`src/rtl/branch_target_predictor.sv`:
```
// Direct-mapped branch target buffer with per-entry saturating direction counters.
// Fetch looks up combinationally; the resolve stage trains it and gets mispredict feedback.
module branch_target_predictor #(
  parameter int unsigned ADDR_W  = 16,
  parameter int unsigned ENTRIES = 16,
  parameter int unsigned CTR_W   = 2,
  parameter int unsigned CNT_W   = 16
) (
  input  logic              CLK,
  input  logic              RST,
  input  logic [ADDR_W-1:0] lookup_pc,
  output logic              predict_taken,
  output logic [ADDR_W-1:0] predict_target,
  output logic              predict_hit,
  input  logic              update_valid,
  input  logic [ADDR_W-1:0] update_pc,
  input  logic              update_taken,
  input  logic [ADDR_W-1:0] update_target,
  input  logic              update_pred_taken,
  input  logic [ADDR_W-1:0] update_pred_target,
  input  logic              clear,
  output logic              mispredict,
  output logic [CNT_W-1:0]  mispredict_count
);

  localparam int unsigned IDX_W = $clog2(ENTRIES);
  localparam int unsigned TAG_W = ADDR_W - IDX_W;
  localparam logic [CTR_W-1:0] CTR_MAX = '1;
  localparam logic [CTR_W-1:0] CTR_WT  = CTR_W'(1) << (CTR_W - 1);
  localparam logic [CTR_W-1:0] CTR_WNT = CTR_WT - CTR_W'(1);

  logic [ENTRIES-1:0] r_valid;
  logic [TAG_W-1:0]   r_tag    [ENTRIES];
  logic [ADDR_W-1:0]  r_target [ENTRIES];
  logic [CTR_W-1:0]   r_ctr    [ENTRIES];
  logic               r_mispredict;
  logic [CNT_W-1:0]   r_count;

  logic [IDX_W-1:0]   w_lk_idx;
  logic [TAG_W-1:0]   w_lk_tag;
  logic [IDX_W-1:0]   w_up_idx;
  logic [TAG_W-1:0]   w_up_tag;
  logic               w_up_hit;
  logic               w_mis;

  // Lookup path: purely combinational from registered state, no bypass
  assign w_lk_idx       = lookup_pc[IDX_W-1:0];
  assign w_lk_tag       = lookup_pc[ADDR_W-1:IDX_W];
  assign predict_hit    = r_valid[w_lk_idx] && (r_tag[w_lk_idx] == w_lk_tag);
  assign predict_taken  = predict_hit && r_ctr[w_lk_idx][CTR_W-1];
  assign predict_target = predict_taken ? r_target[w_lk_idx] : lookup_pc + ADDR_W'(1);

  assign w_up_idx = update_pc[IDX_W-1:0];
  assign w_up_tag = update_pc[ADDR_W-1:IDX_W];
  assign w_up_hit = r_valid[w_up_idx] && (r_tag[w_up_idx] == w_up_tag);
  assign w_mis    = update_valid &&
                    ((update_pred_taken != update_taken) ||
                     (update_taken && (update_pred_target != update_target)));

  // Valid bits and direction counters; clear drops valid bits only
  always_ff @(posedge CLK or negedge RST) begin
    if (!RST) begin
      r_valid <= '0;
      for (int unsigned i = 0; i < ENTRIES; i++) r_ctr[i] <= CTR_WNT;
    end else if (clear) begin
      r_valid <= '0;
    end else if (update_valid) begin
      if (w_up_hit) begin
        if (update_taken) begin
          if (r_ctr[w_up_idx] != CTR_MAX) r_ctr[w_up_idx] <= r_ctr[w_up_idx] + CTR_W'(1);
        end else if (r_ctr[w_up_idx] != '0) begin
          r_ctr[w_up_idx] <= r_ctr[w_up_idx] - CTR_W'(1);
        end
      end else if (update_taken) begin
        r_valid[w_up_idx] <= 1'b1;
        r_ctr[w_up_idx]   <= CTR_WT;
      end
    end
  end

  // Tags and targets carry no reset; they are only meaningful behind a valid bit
  always_ff @(posedge CLK) begin
    if (update_valid && !clear && update_taken) begin
      r_tag[w_up_idx]    <= w_up_tag;
      r_target[w_up_idx] <= update_target;
    end
  end

  always_ff @(posedge CLK or negedge RST) begin
    if (!RST) begin
      r_mispredict <= 1'b0;
      r_count      <= '0;
    end else begin
      r_mispredict <= w_mis;
      if (w_mis && (r_count != '1)) r_count <= r_count + CNT_W'(1);
    end
  end

  assign mispredict       = r_mispredict;
  assign mispredict_count = r_count;

endmodule

```
`config.mk`:
```
export PLATFORM = sky130hd
export DESIGN_NAME = branch_target_predictor
export DESIGN_NICKNAME = d
export VERILOG_FILES = /design/src/rtl/branch_target_predictor.sv
export SDC_FILE = /design/constraint.sdc
export NUM_CORES = 1
export LEC_CHECK = 0
export ABC_AREA = 0
export ABC_CLOCK_PERIOD_IN_PS = 8100
export CAP_MARGIN = 5
export CORE_ASPECT_RATIO = 0.9
export CORE_MARGIN = 5
export CORE_UTILIZATION = 50
export DETAILED_ROUTE_END_ITERATION = 7
export HOLD_SLACK_MARGIN = 0.1
export PLACE_DENSITY = 0.77
export RECOVER_POWER = 25
export SKIP_LAST_GASP = 1
export SLEW_MARGIN = 5
export SYNTH_ARGS = -nofsm -noshare
export SYNTH_HDL_FRONTEND = slang
export SYNTH_SLANG_ARGS = --single-unit
```
`constraint.sdc`:
```
create_clock -name CLK -period 8.1 [get_ports CLK]
set_input_delay 1.62 -clock CLK [delete_from_list [all_inputs] [get_ports CLK]]
set_output_delay 1.62 -clock CLK [all_outputs]
set_load 0.01 [all_outputs]
```
# == Word level (Yosys, flattened, before mapping) ==
# Memories as Yosys holds them, arrays and structs flattened.
# Index checks and enable logic that the tools add are counted.
# totals
regBits,65
mem_bits_rw,448
inputBits,70
output_inout_bits,35
wordCells,93
n_memories,2
# op_classes
add_sub_neg,4
n_lt_le_gt_ge,6
n_eq_ne,8
muxes,28
bitwise_logic,7
n_reduce_logical,19
# memory_table
memory,words,word_bits,rd,rd_clocked_by_memory_dff,write_ports,line,source
r_target,16,16,1,0,1,34,logic [ADDR_W-1:0] r_target [ENTRIES];
r_tag,16,12,2,0,1,33,logic [TAG_W-1:0] r_tag [ENTRIES];
# op_table
cell,n
32-bit two-way mux,5
16-bit two-way mux,5
32-bit bitwise mux,2
"16-bit by 1-bit adder with 16-bit output, second input constant",2
16-bit bitwise OR,2
12-bit equality test,2
16-bit AND,1
2-bit binary-select mux with 4-bit select,2
16-bit inequality test,1
"16-bit inequality test, second input constant",1
16-bit inverter,1
"5-bit greater-or-equal comparator, second input constant",2
1-bit logical AND,10
"4-bit by 5-bit < comparator with 1-bit output, second input constant",2
2-bit two-way mux,5
4-bit inverter with 5-bit output,2
2-bit nonzero test,5
1-bit binary-select mux with 4-bit select,2
2-bit demux with 4-bit select,1
"5-bit by 1-bit < comparator with 1-bit output, second input constant",1
1-bit two-way mux,5
5-bit AND reduction,1
1-bit demux with 4-bit select,1
"4-bit by 1-bit greater-or-equal comparator with 1-bit output, second input constant",1
other kinds (9),10

# == Logic depth before layout (Yosys ltp) ==
# logic_depth
depth_word,9
ltp_mapped,14
depth_no_buf,8

# == Worst setup path after synthesis ==
# OpenSTA, ideal clock, no wires.
# synth_path
kind,input-to-output
start,input port lookup_pc[0]
end,output port predict_target[10]
arrival_time_ns,4.587
required_time_ns,6.480
setup_slack_ns,1.893
cell_stages,14
n_path_buf,6
path_cell_list,buf_2 > buf_4 > buf_2 > mux4_2 > mux2i_1 > mux2i_1 > xor2_1 > a2111oi_0 > and4_1 > buf_4 > and2_1 > buf_4 > buf_6 > mux2_2
# synth_via
elab_cells_between_ends,13
classes_between,add/sub (1); eq/ne (1); mux (6); bitwise (1); reduce/logical (2); memory (2)
# synth_lines
element,line,source
from (decl),11,"input logic [ADDR_W-1:0] lookup_pc,"
memory read 16 x 12 bit or 1-bit binary-select mux with 4-bit select (tied branches),n/a,
12-bit equality test or 1-bit two-way mux (tied branches),49,assign predict_hit = r_valid[w_lk_idx] && (r_tag[w_lk_idx] == w_lk_tag);
1-bit logical AND *,49,
via predict_hit,14,"output logic predict_hit,"
1-bit logical AND *,50,assign predict_taken = predict_hit && r_ctr[w_lk_idx][CTR_W-1];
via predict_taken,12,"output logic predict_taken,"
16-bit two-way mux *,51,assign predict_target = predict_taken ? r_target[w_lk_idx] : lookup_pc + ADDR_W'(1);
to (decl),13,"output logic [ADDR_W-1:0] predict_target,"
# The timed path passes the listed nets; every way through them passes the cells marked *. The select of a mux whose other input is x is not followed.

# == Final worst setup path ==
# layout_path
start,input port lookup_pc[0]
end,output port predict_target[6]
# layout_via
elab_chain_cells,6
elab_cells_between_ends,13
classes_between,add/sub (1); eq/ne (1); mux (6); bitwise (1); reduce/logical (2); memory (2)
# layout_rtl
element,line
branches (longest 5 deep; another with memory read 16 x 12 bit),n/a
16-bit two-way mux *,51
# Mark *: on every way between the ends. The select of a mux whose other input is x is not followed.

==> results.txt <==
Cell area after synthesis -> 0.02339 sq mm
Row cnt -> 75
H-tree depth -> 2
Internal power -> 0.004478 W
Cells after synthesis -> 1235
CTS Buf Count -> 51
WL final -> 57.86 mm
Fillers -> 3374
Cts hold-fix bufs -> 0
Layout cells sized above 1 -> 30.54%
First-pass GRT wire length -> 86.75 mm
Initial antenna violation count -> 3
Post-CTS Setup Inserts -> 0
Detailed-route DRC error count -> 0
Worst vdd ir -> 0.1502 mV
Cell Chain, Critical Path -> clkbuf_8 -> mux4_2 -> mux2i_1 -> mux2i_1 -> xor2_1 -> a2111oi_0 -> buf_4 -> and4_1 -> and2_1 -> mux2_2 -> clkdlybuf4s50_1
Crit share post-route -> 88.97%
Most used DFF post-synth -> edfxtp_1
GPL Wtd Cong -> 0.8642
Clk_lat worst skew -> 0.60 ns
First-pass iteration count of the detailed router -> 6
Fmax -> 138.8 MHz
Required time of the worst setup path -> 6.48 ns
Switching share of power -> 22.54%
Startpoint types -> input pin
GRT Util Overall -> 22.56%
Leakage -> 8.741 nW
Number of global-route vias before repair -> 13210
DIE AREA -> 0.05121 sq mm
Clock Sinks -> 513
Worst slew pin tran -> 3.562 ns
Crit Path Max Fanout -> 42
Nets -> 1429
Area of the core -> 0.04645 sq mm
CTS tree -> built
Crit. Startpoint -> lookup_pc[0]
Worst-path clk slew -> 0.06 ns
Clock Skew -> 0.02020 ns
Max-slew headroom -> -137.5%
Avg WL per Cell -> 28.72 microns
Die Y -> 215.2 microns
DRT antenna net count -> 0
Vias after detailed routing -> 12990
Post-DP HPWL -> 36.25 mm
Critical Path Sink Type -> primary output
Final hold vios -> 0
Worst path buffer plus inverter count -> 3
CTS resizes -> 0
Number of synthesized flops with an enable pin -> 448
Share of total power in sequential cells -> 51.3%
Synth async-reset ratio -> 12.67%
CP Class -> input pin to primary output
Cell area power density -> 215.5 mW/mm^2
Hold Path Class -> register to register
Worst path arrival time -> 5.59 ns
Worst setup margin -> 0.8938 ns
Hold path startpoint -> mispredict_count[6]
Sequential cell area fraction in the yosys report -> 64.56%
Distinct cells, synth -> 61
Met2 wire len -> 27.69 mm
Met3 wire length -> 5.476 mm
IO buf count -> 104
Outcome -> finished, violations left
Critical-path top delay cell -> mux4_2
Most used cell, CP -> mux2i_1
Min cycle time layout -> 7.206 ns
Uppermost layer routed -> met4
Synth warnings -> 0
Clock group share of total power -> 39.6%
Routed met1 length -> 23.13 mm
Max cap viols -> 1
Psw -> 0.001303 W
Placement Cell Area -> 0.02519 sq mm
Startpoint of the worst register-to-register path -> r_tag[7][6]
CP top delay family -> multiplexers
CTS Buffer Depth -> 3
Setup TNS -> 0 ns
Ports -> 105
Final slew viol count -> 66
Failing checks -> capacitance limit, slew limit
DR vias/cell -> 6.447
Syn_nets -> 1309
Logic pwr share -> 9.2%
DP Worst Slack -> 0.8469 ns
Root buf cell -> clkbuf_16
Die X -> 238.0 microns
Detailed router's first-iteration violation count -> 1645
Final Util -> 57.76%
Fin area -> 0.02683 sq mm
Grt total ovfl -> 0
Area overhead of the layout relative to synthesis -> 14.72%
Starting Density -> 50.35%
RSZ-0062 raised after global routing -> no
Endpoints failing setup -> 0
FF+latch count, synth -> 513
Mean Syn Cell Area -> 18.94 sq um
Worst stage delay on the critical path -> 0.58 ns
Largest net degree at the start of global routing -> 69
per-layer routing:
metal	up-vias	global-route usage [%]
met5	-	0
met4	0	6.790
met3	91	4.922
met2	722	35.00
met1	6838	32.68
li1	5340	-
sequential cells by signal, indices dropped and copies added (netlist names):
signal / flops
mispredict: 1
mispredict_count: 16
r_ctr: 32
r_tag: 192
r_target: 256
r_valid: 16
synth_stat cells (7+ instances only):
library cell	count	area share, %
nand2_1	41	0.66
xor2_1	20	0.75
o2bb2ai_2	13	0.83
mux2_4	18	1.2
nor3_1	20	0.43
buf_1	11	0.18
xnor2_1	49	1.8
edfxtp_1	448	58
buf_4	7	0.22
buf_6	8	0.39
o22ai_1	7	0.19
mux4_2	198	19
dfrtp_1	49	5.2
a31oi_1	20	0.53
mux2i_1	44	1.9
nor2_1	36	0.58
buf_2	27	0.58
nor2b_1	8	0.21
clkbuf_1	28	0.45
and3_1	8	0.21
nand2b_1	11	0.29
mux2_2	29	1.4
inv_1	11	0.18
nand3_1	23	0.49
dfstp_2	16	1.8
o21ai_0	14	0.30
nand4_1	10	0.27
cells in the final DEF (no fill, tap or decap), types with 23 or more instances in the layout:
master / count
edfxtp_1: 448
mux4_2: 198
clkdlybuf4s50_1: 82
clkbuf_16: 53
xnor2_1: 49
dfrtp_1: 49
buf_4: 45
mux2i_1: 44
nand2_1: 41
nor2_1: 36
mux2_2: 29
nand3_1: 23
cells by family after synthesis:
group,share of synthesized area [%]
flip-flops,64.56
multiplexers,23.69
AND/OR/NAND/NOR,3.862
buffers and inverters,1.990
AO/OA/AOI/OAI,3.103
XOR/XNOR,2.584
adder cells (fa/ha/maj),0.2140
worst paths after layout:
kind / endpoint / slack, ns / cells after the start
min in group asynchronous: r_ctr[27] / 2.34 / 2
worst min-delay path: mispredict_count[6] / 0.49 / 1
worst max register to register: r_ctr[8] / 3.73 / 7
worst max-delay path: predict_target[6] / 0.89 / 11
worst min register to register: mispredict_count[6] / 0.49 / 1
max in group asynchronous: mispredict_count[10] / 3.75 / 2
through the flow:
| step | hold WS, ns | power [W] | std cells |
|---|---|---|---|
| after global routing | 0.5314 | 0.005978 | 2013 |
| final | 0.4929 | 0.005781 | 2015 |
| after global placement | 0.4772 | 0.003535 | 1918 |
| after floorplan | 0.4701 | 0.003323 | 1235 |
| after CTS | 0.4982 | 0.005819 | 2011 |
| after detailed placement | 0.4861 | 0.003548 | 1918 |
layout make-up:
type / count / area (sq um) / area share [%]
Clock buffer: 67 / 1409 / 5.251
Multi-Input combinational cell: 630 / 7921 / 29.52
Tap cell: 616 / 770.7 / 2.872
Clock inverter: 26 / 224.0 / 0.8347
Inverter: 11 / 41.29 / 0.1539
Sequential cell: 513 / 15100 / 56.27
Antenna cell: 4 / 10.01 / 0.03730
Timing Repair Buffer: 148 / 1356 / 5.055
power groups by stage:
stage | clock network, W | logic [W] | registers (W)
5_1_grt | 0.00245 | 0.000566 | 0.00297
3_3_place_gp | 0 | 0.000521 | 0.00301
2_1_floorplan | 0 | 0.000310 | 0.00301
3_5_place_dp | 0 | 0.000530 | 0.00302
6_report | 0.00229 | 0.000530 | 0.00296
4_1_cts | 0.00232 | 0.000533 | 0.00296
No activity file was read; power rests on OpenSTA's default activity.
==> variant 1: new RTL, same settings <==
Set the parameter `ADDR_W` to 15 (it was 16).
--- a/src/rtl/branch_target_predictor.sv
+++ b/src/rtl/branch_target_predictor.sv
@@ -1,7 +1,7 @@
 // Direct-mapped branch target buffer with per-entry saturating direction counters.
 // Fetch looks up combinationally; the resolve stage trains it and gets mispredict feedback.
 module branch_target_predictor #(
-  parameter int unsigned ADDR_W  = 16,
+  parameter int unsigned ADDR_W  = 15,
   parameter int unsigned ENTRIES = 16,
   parameter int unsigned CTR_W   = 2,
   parameter int unsigned CNT_W   = 16
Interface: changed (5 resized); port bits go from 105 to 100. No check against the original RTL was run, so the function may have changed too.
==> variant 1 against the unedited design <==
The run still ends with capacitance limit, slew limit left. Sequential cell count fell by 32. Total power fell by 5.6%. Synthesized cell count shrank 2.9%. Non-clock buffer count shrank 12. Worst setup slack gained 0.29 ns. Utilization is 0.32 points lower. Critical path depth shrank 1. Routed wire length down 2.9%. Design area decreased by 5.7%. Area after synthesis is 5.3% lower. Critical path type unchanged. Critical endpoint is now predict_taken. Largest power group unchanged.
==> variant 1: results (changes against the unedited design) <==
Placed design
  – Post-DP HPWL: 33500 µm (was 36300 µm)
  – IO buf count: 99 (was 104)
  – Routability congestion estimate from global placement: 0.876 (was 0.864)
  – Placed Instance Area: 23700 µm² (was 25200 µm²)

Worst hold path
  – Hold path start: mispredict_count[8]$_DFFE_PN0P_ (was mispredict_count[6]$_DFFE_PN0P_)
  – Worst hold endpoint: mispredict_count[8]$_DFFE_PN0P_ (was mispredict_count[6]$_DFFE_PN0P_)

Timing
  – Slew HR: -1.36 (was -1.37)
  – Max Slew Vio Count: 66 (unchanged)

Logic synthesis
  – Post-synth EDFFs: 416 (was 448)
  – Synthesized Nets: 1269 (was 1309)
  – Area contributors post-synth: edfxtp_1 (56%), mux4_2 (18%), dfrtp_1 (5.5%), mux2i_1 (2.5%), dfstp_2 (1.9%) (was edfxtp_1 (58%), mux4_2 (19%), dfrtp_1 (5.2%), mux2i_1 (1.9%), xnor2_1 (1.8%))
  – Register area share after synthesis: 0.638 (was 0.646)
  – Unique masters post-synth: 65 (was 61)
  – Asr flop ratio synth: 0.135 (was 0.127)
  – Cells after Synth: 1199 (was 1235)
  – Post-synth top cells: edfxtp_1 (416), mux4_2 (178), mux2i_1 (56), nand2_1 (56), dfrtp_1 (49) (was edfxtp_1 (448), mux4_2 (198), dfrtp_1 (49), xnor2_1 (49), mux2i_1 (44))

GRT
  – First-pass GRT wire length: 83400 µm (was 86700 µm)
  – Vias in the first global route: 12600 (was 13200)
  – Largest net degree at the start of global routing: 66 (was 69)
  – GRT Overall Usage: 0.231 (was 0.226)

Outcome
  – Status: finished with violations (unchanged)
  – Failing checks: capacitance limit, slew limit (unchanged)

Finish
  – Fillers: 3258 (was 3374)
  – # diodes: 0 (was 4)
  – Layout cells sized above 1: 0.274 (was 0.305)
  – Biggest regs: r_target x240, r_tag x176, r_ctr x32 (was r_target x256, r_tag x192, r_ctr x32)
  – Nets: 1383 (was 1429)

Run
  – Max-Cap Viols: 1 (unchanged)

Drt
  – Drt via density: 6.30 (was 6.45)
  – Starting DRT DRC Count: 1498 (was 1645)
  – DRT Wirelength: 56200 µm (was 57900 µm)
  – Via Count: 12300 (was 13000)
  – 1st-pass router iterations: 5 (was 6)

Clock network
  – TritonCTS buffer count: 50 (was 51)

Critical path
  – RR Startpoint: r_tag[5][2]$_DFFE_PP_ (was r_tag[7][6]$_DFFE_PP_)
  – CP arrival: 5.29 ns (was 5.59 ns)
  – R2r worst-path depth: 8 (was 7)

Power and ir drop
  – Sw Ratio: 0.225 (about the same)
  – Leak: 0.00854 µW (was 0.00874 µW)
## variant 1: cell types whose count changed in the layout (fill, tap and decap cells not counted), sizes merged, moves of 12 or more
cell / change
nor3: -13
mux4: -18
o2bb2ai: -17
xnor2: -20
nand2: +15
edfxtp: -32
mux2i: +12
inv: +15
xor2: +16
## variant 1: per-layer routing
layer,part of all wire,GRT usage,up-vias
met5,0.00073,0,-
met4,0.028,0.0686,6
met3,0.10,0.0642,98
met2,0.49,0.366,673
met1,0.38,0.317,6415
li1,-,-,5093
## variant 1: metrics by stage
step            util  setup WS [ns]  power (µW)  hold slack (ns)
2_1_floorplan      -           1.94        3120            0.470
3_3_place_gp   0.539           1.22        3310            0.477
3_5_place_dp   0.539           1.23        3320            0.488
4_1_cts        0.575           1.21        5490            0.501
5_1_grt        0.574          0.834        5630            0.531
6_report       0.574           1.19        5450            0.498
## variant 1: worst max-delay path, cell delays in order
cell and delay (ns):
buf_6 0.40, buf_4 0.41, mux4_2 0.54, nor2b_1 0.14, a211oi_1 0.22, a21oi_1 0.09
xor2_1 0.20, nand3b_1 0.19, nor4_1 0.75, clkdlybuf4s50_1 0.68
## variant 1: worst max path at each step
stage	from	end	slack [ns]	cells past startpoint
after floorplan	lookup_pc[0]	predict_target[10]	1.94	12
after global placement	lookup_pc[0]	predict_target[10]	1.22	12
after detailed placement	lookup_pc[0]	predict_taken	1.23	10
after CTS	lookup_pc[0]	predict_taken	1.21	10
after global routing	lookup_pc[0]	predict_taken	0.83	10
final	lookup_pc[0]	predict_taken	1.19	10
## variant 1: area by class of cell
| type | count | area share |
|---|---|---|
| sequential | 481 | 0.559 |
| inverter | 26 | 0.00386 |
| clock buffer | 65 | 0.0521 |
| tap | 600 | 0.0297 |
| clock inverter | 23 | 0.00900 |
| multi-input combinational | 618 | 0.297 |
| timing repair buffer | 136 | 0.0490 |
## variant 1: logic make-up after synthesis
| group | after synthesis | synth area share |
|---|---|---|
| compound gates | 81 | 0.0323 |
| xor+xnor | 65 | 0.0257 |
| fa+ha+maj | 4 | 0.00226 |
| buf+inv | 100 | 0.0232 |
| flops | 481 | 0.638 |
| mux | 285 | 0.237 |
| simple gates | 183 | 0.0412 |
## variant 1: power by group through the flow
stage	logic, µW	registers (µW)	clock network [µW]
final	494	2780	2180
after global routing	528	2780	2320
after CTS	497	2780	2210
after detailed placement	492	2830	0
after global placement	486	2830	0
after floorplan	292	2830	0
==> variant 2: new RTL, same settings <==
Made on the original files. Reset style: synchronous (`RST`), changed in 2 clocked blocks.
--- a/src/rtl/branch_target_predictor.sv
+++ b/src/rtl/branch_target_predictor.sv
@@ -58,7 +58,7 @@
                      (update_taken && (update_pred_target != update_target)));
 
   // Valid bits and direction counters; clear drops valid bits only
-  always_ff @(posedge CLK or negedge RST) begin
+  always_ff @(posedge CLK) begin
     if (!RST) begin
       r_valid <= '0;
       for (int unsigned i = 0; i < ENTRIES; i++) r_ctr[i] <= CTR_WNT;
@@ -86,7 +86,7 @@
     end
   end
 
-  always_ff @(posedge CLK or negedge RST) begin
+  always_ff @(posedge CLK) begin
     if (!RST) begin
       r_mispredict <= 1'b0;
       r_count      <= '0;
Formal check against the unedited RTL: not equivalent (Yosys sat finds a counterexample within 4 cycles, from zero or initial values and one cycle with RST low; the reset may be asserted at any time).
==> variant 2 against the unedited design <==
Synthesized cell count up 3.3%. Via count increased by 1.5%. First-iteration DRC count is 3.8% lower. Critical path depth grew 1. Routed wire length grew 1.8%. Worst setup slack improved by 0.033 ns. Sequential cell count unchanged. Design area is 1.3% lower. Total power shrank 1.0%. Cell count is 1.2% higher. Area after synthesis fell by 1.8%. Largest power group unchanged.
==> variant 2: results (changes against the unedited design) <==
Clock network
  – CTS tree: built (unchanged)
  – Worst-path clk slew: 0.05 ns
  – # Post-CTS Setup Buffers: 0 (unchanged)
  – Clock buffer depth: 3 (unchanged)
  – Clock root buffer master: clkbuf_16 (unchanged)
  – Cts repair resizes: 0 (unchanged)
  – H-tree depth: 2 (unchanged)
  – TritonCTS buffer count: 51 (unchanged)
  – Clock Latency Late Sink: 0.61 ns

Logic synthesis
  – Unique masters post-synth: 51 (was 61)
  – Area share of fa/ha/maj cells after synthesis: 0.00109 (was 0.00214)
  – Post-synthesis mux area share: 0.222 (was 0.237)
  – Ys Warns: 0 (unchanged)
  – Register area share after synthesis: 0.656 (was 0.646)
  – Area contributors post-synth: edfxtp_1 (63%), mux4_2 (18%), dfxtp_1 (2.9%), mux2i_1 (2.8%), xnor2_1 (2.0%) (was edfxtp_1 (58%), mux4_2 (19%), dfrtp_1 (5.2%), mux2i_1 (1.9%), xnor2_1 (1.8%))
  – Post-synthesis compound-gate area fraction: 0.0287 (was 0.0310)
  – Post-synth top cells: edfxtp_1 (480), mux4_2 (186), mux2i_1 (65) (was edfxtp_1 (448), mux4_2 (198), dfrtp_1 (49), xnor2_1 (49), mux2i_1 (44))
  – XOR/XNOR Fraction of Synth Area: 0.0236 (was 0.0258)
  – Post-synth EDFFs: 480 (was 448)
  – Synthesized Nets: 1348 (was 1309)
  – Asr flop ratio synth: 0 (was 0.127)
  – Cells after Synth: 1276 (was 1235)

Drt
  – Starting DRT DRC Count: 1583 (was 1645)
  – Via Count: 13200 (was 13000)
  – DRC violations left: 0 (unchanged)
  – DRT Wirelength: 58900 µm (was 57900 µm)
  – 1st-pass router iterations: 5 (was 6)

Critical path
  – Largest stage delay on the critical path: 0.64 ns (was 0.58 ns)
  – CP arrival: 5.55 ns (was 5.59 ns)
  – Slowest CP cell: and2_1 (was mux4_2)
  – CP max FO: 41 (was 42)
  – CP top delay family: buffers and inverters (was multiplexers)

GRT
  – GRT Overall Usage: 0.232 (was 0.226)
  – Largest net degree at the start of global routing: 68 (was 69)
  – Vias in the first global route: 13200 (about the same)
  – Initial antenna violation count: 6 (was 3)
  – First-pass GRT wire length: 86600 µm (was 86700 µm)

Timing
  – Clock skew: 0.0264 ns (was 0.0202 ns)
  – Worst-Margin Slew: 1.05 ns (was 3.56 ns)

Power and ir drop
  – Max VDD drop: 0.000224 V (was 0.000150 V)
  – Leak: 0.00834 µW (was 0.00874 µW)

Placed design
  – IO buf count: 104 (unchanged)
  – Routability congestion estimate from global placement: 0.860 (was 0.864)
  – Pre-CTS WS: 0.992 ns (was 0.847 ns)
  – Placed Instance Area: 24800 µm² (was 25200 µm²)
  – Placed cells: 1943 (was 1918)
  – Post-DP HPWL: 34300 µm (was 36300 µm)

Finish
  – Post-route non-filler standard cell count: 2040 (was 2015)
  – Nets: 1460 (was 1429)
  – Layout cells sized above 1: 0.232 (was 0.305)
  – Biggest regs: r_target x256, r_tag x192, r_ctr x32 (unchanged)

Worst hold path
  – HP Class: reg2reg (unchanged)

Outcome
  – Status: completed (was finished with violations)
-- variant 2: cell types whose count changed after synthesis, sizes merged, moves of 17 or more --
cell | unedited run | this run
dfxtp | 0 | 33
edfxtp | 448 | 480
o2bb2ai | 17 | 0
dfrtp | 49 | 0
mux2 | 51 | 22
o21ai | 15 | 33
or3 | 2 | 26
nor2 | 37 | 59
a31oi | 20 | 3
mux2i | 44 | 66
-- variant 2: kinds of logic after synthesis --
family,Yosys count
multiplexers,274
adder cells (fa/ha/maj),2
flip-flops,513
AND/OR/NAND/NOR,231
buffers and inverters,97
AO/OA/AOI/OAI,97
XOR/XNOR,62
-- variant 2: worst reg2reg max path: cells and delay by family, from the launching register on --
| kind | cells | cell delay, ns |
|---|---|---|
| and+or+nand+nor | 3 | 1.85 |
| AOI/OAI and AO/OA | 4 | 1.45 |
| DFF | 1 | 0.41 |
| muxes | 1 | 0.49 |
-- variant 2: area by class of cell --
type                    count  area [µm²]
clock inverters            36         323
fillers                  3295       18900
inverters                  14        52.6
repair buffers            142        1350
flip-flops and latches    513       15100
well taps                 608         761
clock buffers              59        1340
multi-input cells         666        7580
diodes                      2        5.00
-- variant 2: final timing paths --
check                               start                         end  slack, ns  cells past startpoint
setup / recovery             lookup_pc[0]           predict_target[5]       0.93                     12
hold / removal    r_valid[0]$_SDFFE_PP0P_     r_valid[0]$_SDFFE_PP0P_       0.48                      2
setup reg to reg   r_tag[13][7]$_DFFE_PP_  r_ctr[14][1]$_SDFFCE_PN0P_       3.58                      8
hold reg to reg   r_valid[0]$_SDFFE_PP0P_     r_valid[0]$_SDFFE_PP0P_       0.48                      2
-- variant 2: per-stage QoR --
step,power [µW],util
2_1_floorplan,3250,-
3_5_place_dp,3420,0.547
4_1_cts,5740,0.583
5_1_grt,5880,0.583
6_report,5720,0.584
3_3_place_gp,3410,0.547
-- variant 2: layer usage --
layer	part of all wire	vias up	wire length, µm	global-route usage
li1	-	5472	-	-
met1	0.38	6850	22300	0.309
met2	0.49	732	28800	0.384
met3	0.097	130	5700	0.0575
met4	0.034	6	2020	0.0739
met5	0.00058	-	34	0
-- variant 2: report_power, final --
part / switching (µW) / internal, µW
clock: 1010 / 1340
combinational: 246 / 194
sequential: 9.64 / 2920
